===== config.mk =====
export PLATFORM = sky130hd
export DESIGN_NAME = reg_file_mp
export DESIGN_NICKNAME = d
export VERILOG_FILES = /design/src/rtl/reg_file_mp.sv
export SDC_FILE = /design/constraint.sdc
export NUM_CORES = 1
export LEC_CHECK = 0
export CAP_MARGIN = 20
export CORE_MARGIN = 2
export CORE_UTILIZATION = 35
export DETAILED_ROUTE_END_ITERATION = 6
export PLACE_DENSITY = 0.64
export SLEW_MARGIN = 10
export SYNTH_ARGS = -nofsm -noshare
export SYNTH_HDL_FRONTEND = slang
export SYNTH_HIERARCHICAL = 1
export SYNTH_SLANG_ARGS = --single-unit

===== constraint.sdc =====
create_clock -name Clk -period 2.38 [get_ports Clk]
set_input_delay 0.357 -clock Clk [delete_from_list [all_inputs] [get_ports Clk]]
set_output_delay 0.357 -clock Clk [all_outputs]
set_load 0.005 [all_outputs]

===== src/rtl/reg_file_mp.sv =====
// reg_file_mp: parametrised multi-read-port register file.
//
// 2**D registers of W bits, NR combinational read ports with write-first
// bypass, one write port, a per-register dirty mask, and a sequential clear
// sweep (one register per cycle) run by a two-state FSM.
//
// Ports:
//   Clk        clock, all state changes on posedge
//   Reset_n    synchronous active-low reset; overrides a sweep in progress
//   WriteEn    write request this cycle
//   Waddr      write address (D bits)
//   DataIn     write data (W bits)
//   Raddr      NR read addresses, port i at [i*D +: D]
//   DataOut    NR read data words, port i at [i*W +: W] (combinational)
//   ClearReq   one-cycle request to start a clear sweep (ignored while Busy)
//   Busy       high while the sweep runs (exactly 2**D cycles)
//   WriteDrop  registered pulse: previous cycle's write was discarded
//   DirtyMask  bit r set = register r written since last reset/clear
//
// Optional feature: define REGFILE_ZERO_REG_EN to hardwire register 0 to
// zero (writes to address 0 ignored silently, reads of address 0 return 0).

// Single read port: array lookup, then write-first bypass.
module reg_file_mp_rd #(
    parameter int W = 8,
    parameter int D = 4
) (
    input  logic [(2**D)-1:0][W-1:0] regs,
    input  logic [D-1:0]             raddr,
    input  logic                     byp_en,
    input  logic [D-1:0]             waddr,
    input  logic [W-1:0]             wdata,
    output logic [W-1:0]             rdata
);
    always_comb begin
        rdata = regs[raddr];
        if (byp_en && (raddr == waddr)) begin
            rdata = wdata;
        end
`ifdef REGFILE_ZERO_REG_EN
        if (raddr == '0) begin
            rdata = '0;
        end
`endif
    end
endmodule

module reg_file_mp #(
    parameter int W  = 8,
    parameter int D  = 4,
    parameter int NR = 2
) (
    input  logic              Clk,
    input  logic              Reset_n,
    input  logic              WriteEn,
    input  logic [D-1:0]      Waddr,
    input  logic [W-1:0]      DataIn,
    input  logic [NR*D-1:0]   Raddr,
    output logic [NR*W-1:0]   DataOut,
    input  logic              ClearReq,
    output logic              Busy,
    output logic              WriteDrop,
    output logic [(2**D)-1:0] DirtyMask
);
    localparam int N = 2**D;

    typedef enum logic {
        S_IDLE  = 1'b0,
        S_CLEAR = 1'b1
    } state_t;

    logic [N-1:0][W-1:0] regs_q,  regs_d;
    logic [N-1:0]        dirty_q, dirty_d;
    state_t              state_q, state_d;
    logic [D-1:0]        cnt_q,   cnt_d;
    logic                drop_q,  drop_d;

    // Address-level write qualifier: only register 0 can be write-protected.
    logic wr_addr_ok;
    // A write that actually commits this cycle (also gates the bypass).
    logic wr_commit;

    always_comb begin
`ifdef REGFILE_ZERO_REG_EN
        wr_addr_ok = (Waddr != '0);
`else
        wr_addr_ok = 1'b1;
`endif
        wr_commit = WriteEn && wr_addr_ok && (state_q == S_IDLE);
    end

    always_comb begin
        regs_d  = regs_q;
        dirty_d = dirty_q;
        state_d = state_q;
        cnt_d   = cnt_q;
        // A protected-address write is not a dropped write, even mid-sweep.
        drop_d  = WriteEn && wr_addr_ok && (state_q == S_CLEAR);

        case (state_q)
            S_IDLE: begin
                // Write commits before a same-cycle ClearReq takes effect, so
                // the sweep later zeroes it like any other register.
                if (wr_commit) begin
                    regs_d[Waddr]  = DataIn;
                    dirty_d[Waddr] = 1'b1;
                end
                if (ClearReq) begin
                    state_d = S_CLEAR;
                    cnt_d   = '0;
                end
            end
            S_CLEAR: begin
                // ClearReq is ignored here; the counter simply wraps at the end.
                regs_d[cnt_q]  = '0;
                dirty_d[cnt_q] = 1'b0;
                cnt_d          = cnt_q + 1'b1;
                if (&cnt_q) begin
                    state_d = S_IDLE;
                end
            end
            default: begin
                state_d = S_IDLE;
            end
        endcase
    end

    always_ff @(posedge Clk) begin
        if (!Reset_n) begin
            regs_q  <= '0;
            dirty_q <= '0;
            state_q <= S_IDLE;
            cnt_q   <= '0;
            drop_q  <= 1'b0;
        end else begin
            regs_q  <= regs_d;
            dirty_q <= dirty_d;
            state_q <= state_d;
            cnt_q   <= cnt_d;
            drop_q  <= drop_d;
        end
    end

    assign Busy      = (state_q == S_CLEAR);
    assign WriteDrop = drop_q;
    assign DirtyMask = dirty_q;

    for (genvar i = 0; i < NR; i++) begin : g_rd
        reg_file_mp_rd #(
            .W (W),
            .D (D)
        ) u_rd (
            .regs   (regs_q),
            .raddr  (Raddr[i*D +: D]),
            .byp_en (wr_commit),
            .waddr  (Waddr),
            .wdata  (DataIn),
            .rdata  (DataOut[i*W +: W])
        );
    end
endmodule


==> results.yml <==
timing:
  finalMaxSlewViolations: 0
  max_clock_freq_ghz: 0.419
  setup_viol: 1
  rsz0062_at_grt: "true"
  period_needed_ns: 2.39
  post-route-period-util: 1.00
  finalHoldViolations: 0
  timing.hold.ws_ns: 0.443
  fin_ws_ns: -0.00706
  max-slew-margin-rel: 0.542
  worstMarginPinSlew_ns: 0.688
  skew_ns: 0.00638
min_path:
  hp-class: "flop to flop"
  holdPathEnd: "DirtyMask[0]"
  worstHoldStart: "DirtyMask[0]"
  whs_path_depth: 2
synth:
  synth_area_sq_um: 8410
  synthTopCellsByCount: "dfxtp_1, nor3_1, a31o_2, clkbuf_1, mux4_1"
  synth_seq_cells: 150
  ys_types: 43
  synth_cells: 758
  synth_edf_count: 0
  yosys.area.top_type: "dfxtp_1"
  synth.avg_cell_area_sq_um: 11.1
  ys_async_sr_fraction: 0
  synth_ff_type: "dfxtp_1"
  synthTopCellsByArea: "dfxtp_1, mux4_1, a31o_2"
  yosysMostFrequentCell: "dfxtp_1"
  yosys_warnings: 6
  ys_seq_area_frac: 0.357
  netlist.area_leader.share: 0.357
  synth_nets: 789
cts:
  cts_tree: "built"
  cts_inserted_buffers: 17
  clock_path_buffers: 2
  clk_pin_slew_ns: 0.06
  ctsHtreeMaxLevel: 4
  insertion_delay_ns: 0.42
  clock-sinks: 150
  cts-root-buf: "clkbuf_16"
floorplan:
  dieHeight_microns: 159
  die_area_sq_um: 25300
  coreArea_sq_um: 23500
  initial_core_util: 0.357
  ioPinCount: 58
  rows: 56
  die_w_microns: 159
global_route:
  antenna_found_initial: 0
  grt_use_total: 0.210
  overflow: 0
  grt_max_degree: 24
  grt_pass1_wl_microns: 40800
  grt_pass1_vias: 6782
route:
  drt_pass1_iterations: 5
  routedWlPerCell_microns: 22.7
  remaining_drc_errors: 0
  ant_nets: 0
  vias_per_cell: 5.93
  routed_wl_microns: 26700
  vias: 6971
  drt_iter0_markers: 788
finish:
  finalInstanceArea_sq_um: 10500
  syn2layout_area_growth_pct: 25.2
  nNetsFinal: 875
  antenna_cells: 0
  drive_above_1_share: 0.448
pwr:
  power.total_w: 0.00600
  power_leakage_nw: 3.94
  power_density_nw_per_um2: 570
  ir_drop_mv: 0.349
outcome:
  violations: "setup timing"
  status: "finished with violations"
placed_design:
  dp_hpwl_microns: 18100
  gp_congestion: 0.900
  place.port_buffers: 57
  place_ws_ns: -0.535
  place_area_sq_um: 9620
critical_path:
  ff2ff_setup_slack_ns: 0.33
  cp.arrival_ns: 2.03
  crit_fanout: 3
  worst-endpoint-required_ns: 2.02
  critPathKind: "flop to output port"
  r2r-start: "Busy"
  r2r-end: "regs_q[99]"
  start_kind: "flop"
  ff2ff_path_depth: 4
  end_kind: "output port"
run:
  maxCapViolCount: 0
## per-layer routing
metal	part of all wire	track usage	up-vias
met3	0.092	0.0547	47
li1	-	-	3115
met1	0.44	0.294	3465
met5	0	0	-
met2	0.45	0.323	344
met4	0.019	0.0541	0
## registers in the layout, indices dropped and copies added (netlist names)
signal / cells
Busy: 1
cnt_q: 4
regs_q: 128
WriteDrop: 1
DirtyMask: 16
## power breakdown
group,switching [W],total (W),internal [W]
logic,0.000406,0.000746,0.000340
clock network,0.00108,0.00268,0.00160
registers,0.0000268,0.00257,0.00254
## per-stage QoR
step / TNS (ns) / cells / util
2_1_floorplan: 0 / 758 / -
3_3_place_gp: -11.17 / 1114 / 0.409
3_5_place_dp: -11.48 / 1114 / 0.409
4_1_cts: -0.0449 / 1168 / 0.442
5_1_grt: -0.255 / 1176 / 0.447
6_report: -0.00706 / 1176 / 0.447
## cells in the final DEF (no fill, tap or decap), types with 8 or more instances in the layout
| cell type | instances |
|---|---|
| buf_12 | 15 |
| mux4_1 | 10 |
| mux4_2 | 54 |
| buf_4 | 83 |
| dfxtp_1 | 115 |
| o31a_1 | 8 |
| dlygate4sd2_1 | 9 |
| dfxtp_2 | 33 |
| mux2_4 | 10 |
| a31o_2 | 96 |
| nand2_1 | 17 |
| mux2i_1 | 41 |
| clkbuf_16 | 17 |
| buf_6 | 12 |
| a21boi_0 | 13 |
| a31o_1 | 32 |
| inv_1 | 18 |
| or2_2 | 11 |
| clkdlybuf4s50_1 | 28 |
| nor3_1 | 129 |
## worst max-delay path by stage
stage | from | endpoint | slack, ns
3_5_place_dp | Raddr[7] | DataOut[8] | -0.54
3_3_place_gp | Raddr[7] | DataOut[8] | -0.51
2_1_floorplan | Busy | DataOut[0] | 0.34
6_report | regs_q[95] | DataOut[7] | -0.007
5_1_grt | regs_q[95] | DataOut[7] | -0.06
4_1_cts | Busy | DataOut[8] | -0.04
## kinds of logic after synthesis
kind of cell,count (synthesis),share of synthesized area
AOI/OAI and AO/OA,169,0.173
xor gates and xnor gates,8,0.00834
adders and majority gates,7,0.0104
buffers and inverters,115,0.0621
DFF,150,0.357
muxes,129,0.275
and+or+nand+nor,180,0.114
## worst max-delay path, stage by stage, from the launching register on
cell	delay, ns
dfxtp_2	0.32
mux4_2	0.51
mux2i_2	0.22
mux2i_1	0.14
mux2_4	0.29
buf_6	0.12
## layout make-up
class / count / area, sq um
Clock buffer: 21 / 460
Timing Repair Buffer: 162 / 1610
Multi-Input combinational cell: 493 / 4800
Clock inverter: 11 / 125
Tap cell: 319 / 399
Sequential cell: 150 / 3050
Inverter: 20 / 75.1
Fill cell: 2237 / 13000
## repair_timing
action                     4_1_cts  5_1_grt
gates cloned                     5        0
pin swaps                        1        1
hold endpoints to repair         0        0
setup endpoints to repair       16       15
resized for setup              176       27
buffers inserted                17        8
hold buffers                     0        0
Note: power is estimated with default switching activity, not from simulation.
